<file path="config.mk">
export PLATFORM = sky130hd
export DESIGN_NAME = fma_pipe_flat
export DESIGN_NICKNAME = d
export VERILOG_FILES = /design/src/rtl/fma_pipe_if.sv /design/src/rtl/fma_pipe.sv /design/src/flat_wrapper.sv
export SDC_FILE = /design/constraint.sdc
export NUM_CORES = 1
export LEC_CHECK = 0
export ABC_AREA = 1
export BUFFER_PORTS_ARGS = -buffer_cell sky130_fd_sc_hd__buf_4
export CAP_MARGIN = 20
export CORE_ASPECT_RATIO = 1.5
export CORE_MARGIN = 2
export CORE_UTILIZATION = 53
export CTS_CLUSTER_SIZE = 24
export DETAILED_ROUTE_END_ITERATION = 6
export GPL_TIMING_DRIVEN = 0
export PLACE_DENSITY = 0.78
export SLEW_MARGIN = 20
export SYNTH_ARGS = -nofsm -noshare
export SYNTH_HDL_FRONTEND = slang
export SYNTH_SLANG_ARGS = --single-unit
</file>
<file path="constraint.sdc">
create_clock -name clk -period 5.1 [get_ports clk]
set_input_delay 0.51 -clock clk [delete_from_list [all_inputs] [get_ports clk]]
set_output_delay 0.51 -clock clk [all_outputs]
set_load 0.005 [all_outputs]
</file>
<file path="src/rtl/fma_pipe_if.sv">
// rtl/fma_pipe_if.sv - operand/result handshake bundle for fma_pipe
interface fma_pipe_if #(
    parameter int WIDTH = 16
);
    localparam int RW = 2 * WIDTH;

    logic                    in_valid;
    logic                    in_ready;
    logic signed [WIDTH-1:0] a;
    logic signed [WIDTH-1:0] b;
    logic signed [WIDTH-1:0] c;
    logic                    acc_mode;
    logic                    out_valid;
    logic                    out_ready;
    logic signed [RW-1:0]    out;
    logic                    overflow;

    modport master (
        output in_valid, a, b, c, acc_mode, out_ready,
        input  in_ready, out_valid, out, overflow
    );

    modport slave (
        input  in_valid, a, b, c, acc_mode, out_ready,
        output in_ready, out_valid, out, overflow
    );
endinterface

</file>
<file path="src/rtl/fma_pipe.sv">
// rtl/fma_pipe.sv - 3-stage signed multiply-add/accumulate pipeline; FMA_PIPE_SAT_EN selects saturating add
module fma_pipe #(
    parameter int WIDTH = 16
) (
    input  logic      clk,
    input  logic      rst,
    fma_pipe_if.slave bus
);
    localparam int RW = 2 * WIDTH;

    logic                    advance;

    logic                    s1_valid;
    logic signed [WIDTH-1:0] s1_a;
    logic signed [WIDTH-1:0] s1_b;
    logic signed [WIDTH-1:0] s1_c;
    logic                    s1_mode;

    logic                    s2_valid;
    logic signed [RW-1:0]    s2_prod;
    logic signed [RW-1:0]    s2_c;
    logic                    s2_mode;

    logic                    s3_valid;
    logic signed [RW-1:0]    s3_sum;
    logic                    s3_ovf;
    logic signed [RW-1:0]    acc;

    logic signed [RW-1:0]    a_ext;
    logic signed [RW-1:0]    b_ext;
    logic signed [RW-1:0]    prod;
    logic signed [RW-1:0]    addend;
    logic signed [RW-1:0]    raw_sum;
    logic signed [RW-1:0]    sum;
    logic                    ovf;

    // Single global stall: the whole pipe moves only when S3 can be vacated.
    assign advance       = !s3_valid || bus.out_ready;
    assign bus.in_ready  = advance;
    assign bus.out_valid = s3_valid;
    assign bus.out       = s3_sum;
    assign bus.overflow  = s3_ovf;

    assign a_ext = {{WIDTH{s1_a[WIDTH-1]}}, s1_a};
    assign b_ext = {{WIDTH{s1_b[WIDTH-1]}}, s1_b};
    assign prod  = a_ext * b_ext;

    always_comb begin
        addend  = s2_mode ? acc : s2_c;
        raw_sum = s2_prod + addend;
        ovf     = (s2_prod[RW-1] == addend[RW-1]) && (raw_sum[RW-1] != s2_prod[RW-1]);
        sum     = raw_sum;
`ifdef FMA_PIPE_SAT_EN
        if (ovf) begin
            sum = s2_prod[RW-1] ? {1'b1, {(RW-1){1'b0}}} : {1'b0, {(RW-1){1'b1}}};
        end
`endif
    end

    always_ff @(posedge clk) begin
        if (rst) begin
            s1_valid <= 1'b0;
            s2_valid <= 1'b0;
            s3_valid <= 1'b0;
            s3_sum   <= '0;
            s3_ovf   <= 1'b0;
            acc      <= '0;
        end else if (advance) begin
            s1_valid <= bus.in_valid;
            s1_a     <= bus.a;
            s1_b     <= bus.b;
            s1_c     <= bus.c;
            s1_mode  <= bus.acc_mode;

            s2_valid <= s1_valid;
            s2_prod  <= prod;
            s2_c     <= {{WIDTH{s1_c[WIDTH-1]}}, s1_c};
            s2_mode  <= s1_mode;

            // Bubbles leave the last result and the accumulator untouched.
            s3_valid <= s2_valid;
            if (s2_valid) begin
                s3_sum <= sum;
                s3_ovf <= ovf;
                acc    <= sum;
            end
        end
    end
endmodule

</file>
<file path="src/flat_wrapper.sv">
// flat-port wrapper written by rule: the top's interface ports become plain ports
module fma_pipe_flat 
#(
    parameter int WIDTH = 16
)
  (clk, rst, bus_in_valid, bus_a, bus_b, bus_c, bus_acc_mode, bus_out_ready, bus_in_ready, bus_out_valid, bus_out, bus_overflow);
  fma_pipe_if #(.WIDTH(WIDTH)) bus_i ();
  input  logic clk;
  input  logic rst;
  input wire logic [$bits(bus_i.in_valid)-1:0] bus_in_valid;
  input wire logic [$bits(bus_i.a)-1:0] bus_a;
  input wire logic [$bits(bus_i.b)-1:0] bus_b;
  input wire logic [$bits(bus_i.c)-1:0] bus_c;
  input wire logic [$bits(bus_i.acc_mode)-1:0] bus_acc_mode;
  input wire logic [$bits(bus_i.out_ready)-1:0] bus_out_ready;
  output wire logic [$bits(bus_i.in_ready)-1:0] bus_in_ready;
  output wire logic [$bits(bus_i.out_valid)-1:0] bus_out_valid;
  output wire logic [$bits(bus_i.out)-1:0] bus_out;
  output wire logic [$bits(bus_i.overflow)-1:0] bus_overflow;
  assign bus_i.in_valid = bus_in_valid;
  assign bus_i.a = bus_a;
  assign bus_i.b = bus_b;
  assign bus_i.c = bus_c;
  assign bus_i.acc_mode = bus_acc_mode;
  assign bus_i.out_ready = bus_out_ready;
  assign bus_in_ready = bus_i.in_ready;
  assign bus_out_valid = bus_i.out_valid;
  assign bus_out = bus_i.out;
  assign bus_overflow = bus_i.overflow;
  fma_pipe #(.WIDTH(WIDTH)) u_core (.clk(clk), .rst(rst), .bus(bus_i));
endmodule
</file>
==> impl_metrics.ini, run 1 <==
[status]
status = finished with violations
violations = setup timing

[setup_path]
critPathMaxFanout = 7
crit_path_top_delay_cell = fa_2
start_kind = flip-flop
path_class = flip-flop to flip-flop
crit_top_cell = fa_2
path_cells = buf_8, nand2_4, inv_4, fa_2, fa_2, buf_6, fa_2, inv_2, fa_2, inv_2, fa_1, fa_1, ha_4, nand2_4, buf_4, nor2_4, buf_4, nand3_2, nand4_1, nand2_1
r2r_cells = 20
r2r_start = u_core.s1_a[15]
critical_path.max_stage_delay_ps = 640
r2r-end = u_core.s2_prod[29]
path_buf_inv = 7
crit_arrival_ps = 5850
critPathRequiredTime_ps = 5320
regToRegSetupSlack_ps = -530
crit_family = adder cells
cp-end-kind = flip-flop

[layout]
drive_above_1_share_pct = 23.0
final_util_pct = 66.4
nFillCells = 2685
finalNetCount = 2869
area_growth_pct = 24.1
num_antenna_cells = 0

[routing]
avgRoutedWirePerCell_um = 18.3
drc_errors = 0
first_iter_violations = 826
dr.pass1.iters = 5
vias_per_cell = 5.24
vias = 15100
drtAntennaViolNets = 0
routed_wl_mm = 52.5

[min_path]
min_from = bus_b[7]
hold_end = u_core.s1_b[7]
worstHoldPathType = primary input to flip-flop
worstHoldPathCells = 1

[synthesis]
synthCells = 2248
ys_ff_latch = 134
synth_edf_count = 98
ys_seq_area_share_pct = 20.7
syn_area_per_cell_um2 = 7.88
postSynth.asyncResetShare_pct = 0
synth_warnings = 0
synth_ff_type = edfxtp_1
ys_types = 41
syn_nets = 2677
synthesis.area_um2 = 17700

[sta]
whs_ps = 221
fin_crit_ps = 5630
worst_pin_slew_ps = 729
fin_worst_skew_ps = 16.3
hold_viol = 0
slew_headroom_pct = 51.4
setup_viol = 20
drv_slew = 0
rsz0062_at_grt = true
fin_crit_sh_pct = 110
finalWorstSetupSlack_ps = -528
max_freq_ghz = 0.178

[clock_network]
numCtsBuffers = 17
cts.clk_slew.worst_paths_ps = 80
h-tree-depth = 4
cts_tree = yes
cts_root_buf = clkbuf_16
cts_buffer_depth = 2
insertion_delay_ps = 460
cts.sinks = 134

[grt]
grt_pass1_wl_mm = 82.6
grt_pass1_vias = 16400
grt_max_degree = 32
antenna_found_initial = 0
grt-ovfl-total = 0
track_usage_pct = 30.7

[placed_design]
numPortBuffers = 86
place.gp.congestion = 0.986
post-dp-hpwl_mm = 41.6

[die]
die_x_um = 153
die_area_um2 = 34900
start_util_pct = 53.5
rows = 82
die_height_um = 228
core_um2 = 33100
ioPinCount = 88

[job]
drv_cap = 0
==> area by class of cell <==
type	count	area [um2]	share of cell area (%)
well taps	420	526	2.39
multi-input cells	1408	12600	57.4
clock buffers	17	425	1.93
flip-flops and latches	134	3660	16.7
plain buffers	57	649	2.95
inverters	636	2400	10.9
repair buffers	186	1580	7.19
clock inverters	15	133	0.603
==> timing repair <==
item                       4_1_cts  5_1_grt
setup endpoints to repair       24       22
gates resized for setup        260      103
hold buffers                     0        0
buffers inserted                82       16
pin swaps                      107       88
==> worst max-delay path by stage <==
| stage | from | to | slack (ps) | cells past startpoint |
|---|---|---|---|---|
| 2_1_floorplan | u_core.s1_a[15] | u_core.s2_prod[31] | -200 | 21 |
| 3_3_place_gp | u_core.s1_a[4] | u_core.s2_prod[22] | -1130 | 20 |
| 3_5_place_dp | u_core.s1_a[3] | u_core.s2_prod[22] | -1180 | 20 |
| 4_1_cts | u_core.s1_a[15] | u_core.s2_prod[31] | -480 | 22 |
| 5_1_grt | u_core.s1_a[15] | u_core.s2_prod[30] | -660 | 22 |
| 6_report | u_core.s1_a[15] | u_core.s2_prod[29] | -530 | 20 |
==> cells in the mapped netlist, types with 2 or more instances <==
| cell | number | area [um2] |
|---|---|---|
| nand3b_1 | 4 | 30.0 |
| o21bai_1 | 12 | 90.1 |
| a21o_1 | 4 | 30.0 |
| nand3_2 | 5 | 50.1 |
| nand3_1 | 63 | 315 |
| a21oi_2 | 2 | 17.5 |
| clkbuf_1 | 63 | 236 |
| o21ai_1 | 2 | 10.0 |
| nand4_1 | 14 | 87.6 |
| edfxtp_1 | 98 | 2940 |
| nor2_2 | 7 | 43.8 |
| a21oi_1 | 78 | 390 |
| nor3_2 | 6 | 60.1 |
| o21ai_0 | 64 | 320 |
| inv_1 | 627 | 2350 |
| or2_2 | 9 | 56.3 |
| dfxtp_1 | 36 | 721 |
| nand2_1 | 580 | 2180 |
| a21boi_0 | 2 | 15.0 |
| xor2_1 | 36 | 315 |
| and2_1 | 7 | 43.8 |
| a211oi_1 | 2 | 15.0 |
| xnor2_1 | 8 | 70.1 |
| fa_1 | 263 | 5270 |
| inv_2 | 9 | 33.8 |
| nor3_1 | 8 | 40.0 |
| nor2_1 | 93 | 349 |
| ha_1 | 113 | 1410 |
| nand2_2 | 19 | 119 |
| buf_2 | 3 | 15.0 |
==> per-stage QoR <==
step | cell area, um2 | std cells | setup slack, ps | TNS [ps]
2_1_floorplan | 18100 | 2248 | -196 | -560
3_3_place_gp | 19300 | 2754 | -1130 | -19150
3_5_place_dp | 19400 | 2757 | -1180 | -20810
4_1_cts | 21600 | 2860 | -478 | -5590
5_1_grt | 22000 | 2873 | -665 | -9740
6_report | 22000 | 2873 | -528 | -7310
==> logic make-up after synthesis <==
logic type / share of synthesized area (%)
and+or+nand+nor: 19.2
buffers and inverters: 15.1
adders and majority gates: 37.7
AOI/OAI and AO/OA: 5.14
DFF: 20.7
xor gates and xnor gates: 2.17
==> flip-flops by register name (all words and copies together) (netlist names) <==
| register | flops |
|---|---|
| u_core.s2_valid | 1 |
| u_core.s1_a | 16 |
| u_core.s2_c | 16 |
| u_core.s1_b | 16 |
| u_core.acc | 32 |
| u_core.bus.out_valid | 1 |
| u_core.s1_c | 16 |
| u_core.s2_mode | 1 |
| u_core.s1_valid | 1 |
| u_core.s1_mode | 1 |
| u_core.s2_prod | 32 |
| u_core.bus.overflow | 1 |
==> cell usage in the layout, fill, tap and decap left out, types with 14 or more instances in the layout <==
master,count
nand2_4,21
fa_1,233
ha_4,23
nor2_1,62
fa_2,30
inv_2,50
buf_4,157
o21ai_0,50
xor2_1,33
nand2_2,48
ha_1,89
nand4_1,14
nor2_4,24
a21oi_1,59
clkbuf_8,17
nor2_2,15
nand2_1,528
nand3_1,53
edfxtp_1,98
inv_1,582
clkbuf_16,25
dfxtp_1,36
buf_6,22
==> routing by layer <==
metal	global-route usage (%)	vias up	wire length, um
met3	3.78	228	2390
met4	22.3	0	4470
met1	29.8	7258	17300
li1	-	6980	-
met5	0	-	0
met2	58.5	584	28300
Power of run 1 is not shown: default switching activity piles up to over one toggle a cycle in this logic, so the estimate is an artifact.
==> run 2, diff against run 1 <==
--- a/config.mk
+++ b/config.mk
@@ -10,11 +10,11 @@
 export CAP_MARGIN = 20
 export CORE_ASPECT_RATIO = 1.5
 export CORE_MARGIN = 2
-export CORE_UTILIZATION = 53
+export CORE_UTILIZATION = 35
 export CTS_CLUSTER_SIZE = 24
 export DETAILED_ROUTE_END_ITERATION = 6
 export GPL_TIMING_DRIVEN = 0
-export PLACE_DENSITY = 0.78
+export PLACE_DENSITY = 0.57
 export SLEW_MARGIN = 20
 export SYNTH_ARGS = -nofsm -noshare
 export SYNTH_HDL_FRONTEND = slang
==> run 2 against run 1 <==
  * The run still ends with setup timing left
  * First-iteration DRC count shrank 24%
  * Utilization shrank 22 points
  * Wire length grew 4.3%
  * Hold slack lost 14 ps
  * Critical path type unchanged
  * Final cell count grew 8.7%
  * Via count shrank 3.1%
  * Die area grew 50%
  * Clock skew grew 3.0 ps
  * Non-clock buffer count is the same
  * Fmax grew 2.1%
  * Largest cell class unchanged
  * Highest routed layer unchanged
==> impl_metrics.ini, run 2 (synthesis gave the netlist of run 1 again) <==
[setup_path]
crit_arrival_ps = 5730
critPathRequiredTime_ps = 5310
worstSetupStartpoint = u_core.s1_b[6]
path_class = flip-flop to flip-flop
regToRegSetupSlack_ps = -410
cp-end-kind = flip-flop
start_kind = flip-flop
r2r-end = u_core.s2_prod[31]
r2r_start = u_core.s1_b[6]
critPathMaxFanout = 7
r2r_cells = 22

[routing]
vias_per_cell = 4.67
vias = 14600
routed_wl_mm = 54.8
first_iter_violations = 630
drtAntennaViolNets = 0
drc_errors = 0
avgRoutedWirePerCell_um = 17.6
dr.pass1.iters = 5

[die]
rows = 101
core_um2 = 50300
die_x_um = 188
die_area_um2 = 52500
ioPinCount = 88
start_util_pct = 35.2
die_height_um = 280

[sta]
setup_viol = 20
fin_crit_sh_pct = 108
setup_tns_ps = -5570
hold_viol = 0
fin_worst_skew_ps = 19.3
worst_pin_slew_ps = 683
fin_crit_ps = 5510
max_freq_ghz = 0.181
rsz0062_at_grt = true
slew_headroom_pct = 54.5
finalWorstSetupSlack_ps = -413
drv_slew = 0

[min_path]
worstHoldPathCells = 1
worstHoldPathType = primary input to flip-flop
hold_end = u_core.s1_a[1]
min_from = bus_a[1]

[clock_network]
numCtsBuffers = 17
cts_buffer_depth = 2
cts.clk_slew.worst_paths_ps = 70
insertion_delay_ps = 470
h-tree-depth = 4
cts_tree = yes
cts_root_buf = clkbuf_16
cts.sinks = 134

[layout]
final_cell_area_um2 = 22500
reg_top3 = u_core.acc x32, u_core.s2_prod x32
mostFrequentLayoutCell = inv_1
num_antenna_cells = 0
nFillCells = 5031
area_growth_pct = 26.8
finalNetCount = 2869
drive_above_1_share_pct = 23.5
final_util_pct = 44.7
final_cell_mix = 577 x inv_1, 528 x nand2_1, 236 x fa_1

[placed_design]
post-dp-hpwl_mm = 45.4
place_area_um2 = 19700
place.gp.congestion = 0.967
numPortBuffers = 86

[grt]
track_usage_pct = 21.8
grt.busiest_layer = met2
grt-ovfl-total = 0
grt_max_degree = 29
antenna_found_initial = 0
grt_pass1_vias = 15900
use_met1_pct = 21.2
grtUsageMet2_pct = 42.7
grt_pass1_wl_mm = 86.0
gr-usage-met3_pct = 2.54

[status]
violations = setup timing
status = finished with violations

[job]
drv_cap = 0
-- run 2: what timing repair did --
action / CTS / global route
resized for setup: 252 / 136
buffers inserted: 67 / 26
setup endpoints to repair: 24 / 23
gates cloned: 1 / 0
pin swaps: 108 / 87
hold buffers: 0 / 0
hold endpoints to repair: 0 / 0
-- run 2: critical path, cell delays in order, from the launching register on --
cell       delay, ps
edfxtp_1         370
buf_8            130
clkbuf_16        160
nand2_1           80
fa_1             560
inv_2             50
fa_2             570
buf_12           130
buf_4            110
fa_2             430
fa_1             570
fa_1             440
fa_1             510
ha_4             360
nand2_4          110
nor2_2           150
nand2_2           80
nor3_2           140
nand2_2          100
inv_1             60
nor2_1            40
nand2_1           50
nand2_1           60
-- run 2: how the worst max path moves through the flow --
| stage | cells after the start | slack, ps | end |
|---|---|---|---|
| 2_1_floorplan | 21 | -200 | u_core.s2_prod[31] |
| 3_3_place_gp | 20 | -1170 | u_core.s2_prod[22] |
| 3_5_place_dp | 20 | -1180 | u_core.s2_prod[22] |
| 4_1_cts | 21 | -450 | u_core.s2_prod[31] |
| 5_1_grt | 22 | -610 | u_core.s2_prod[31] |
| 6_report | 22 | -410 | u_core.s2_prod[31] |
-- run 2: final cells by class --
type / instances / area (um2) / share of cell area, %
well taps: 669 / 837 / 3.72
inverters: 636 / 2400 / 10.7
plain buffers: 59 / 668 / 2.97
flip-flops and latches: 134 / 3660 / 16.3
repair buffers: 184 / 1560 / 6.92
clock inverters: 14 / 173 / 0.768
multi-input cells: 1408 / 12700 / 56.6
clock buffers: 18 / 450 / 2.00
-- run 2: routing by layer --
| layer | part of all wire [%] | up-vias |
|---|---|---|
| li1 | - | 6978 |
| met1 | 35 | 7033 |
| met2 | 55 | 403 |
| met3 | 3.4 | 171 |
| met4 | 7.0 | 0 |
| met5 | 0 | - |
-- run 2: through the flow --
step | cells | worst slack (ps) | hold slack, ps
after global placement | 3003 | -1170 | 406
after detailed placement | 3007 | -1180 | 405
final | 3122 | -413 | 207
after global routing | 3122 | -608 | 188
after floorplan | 2248 | -196 | 400
after CTS | 3096 | -449 | 191
Power of run 2 is left out for the same reason.
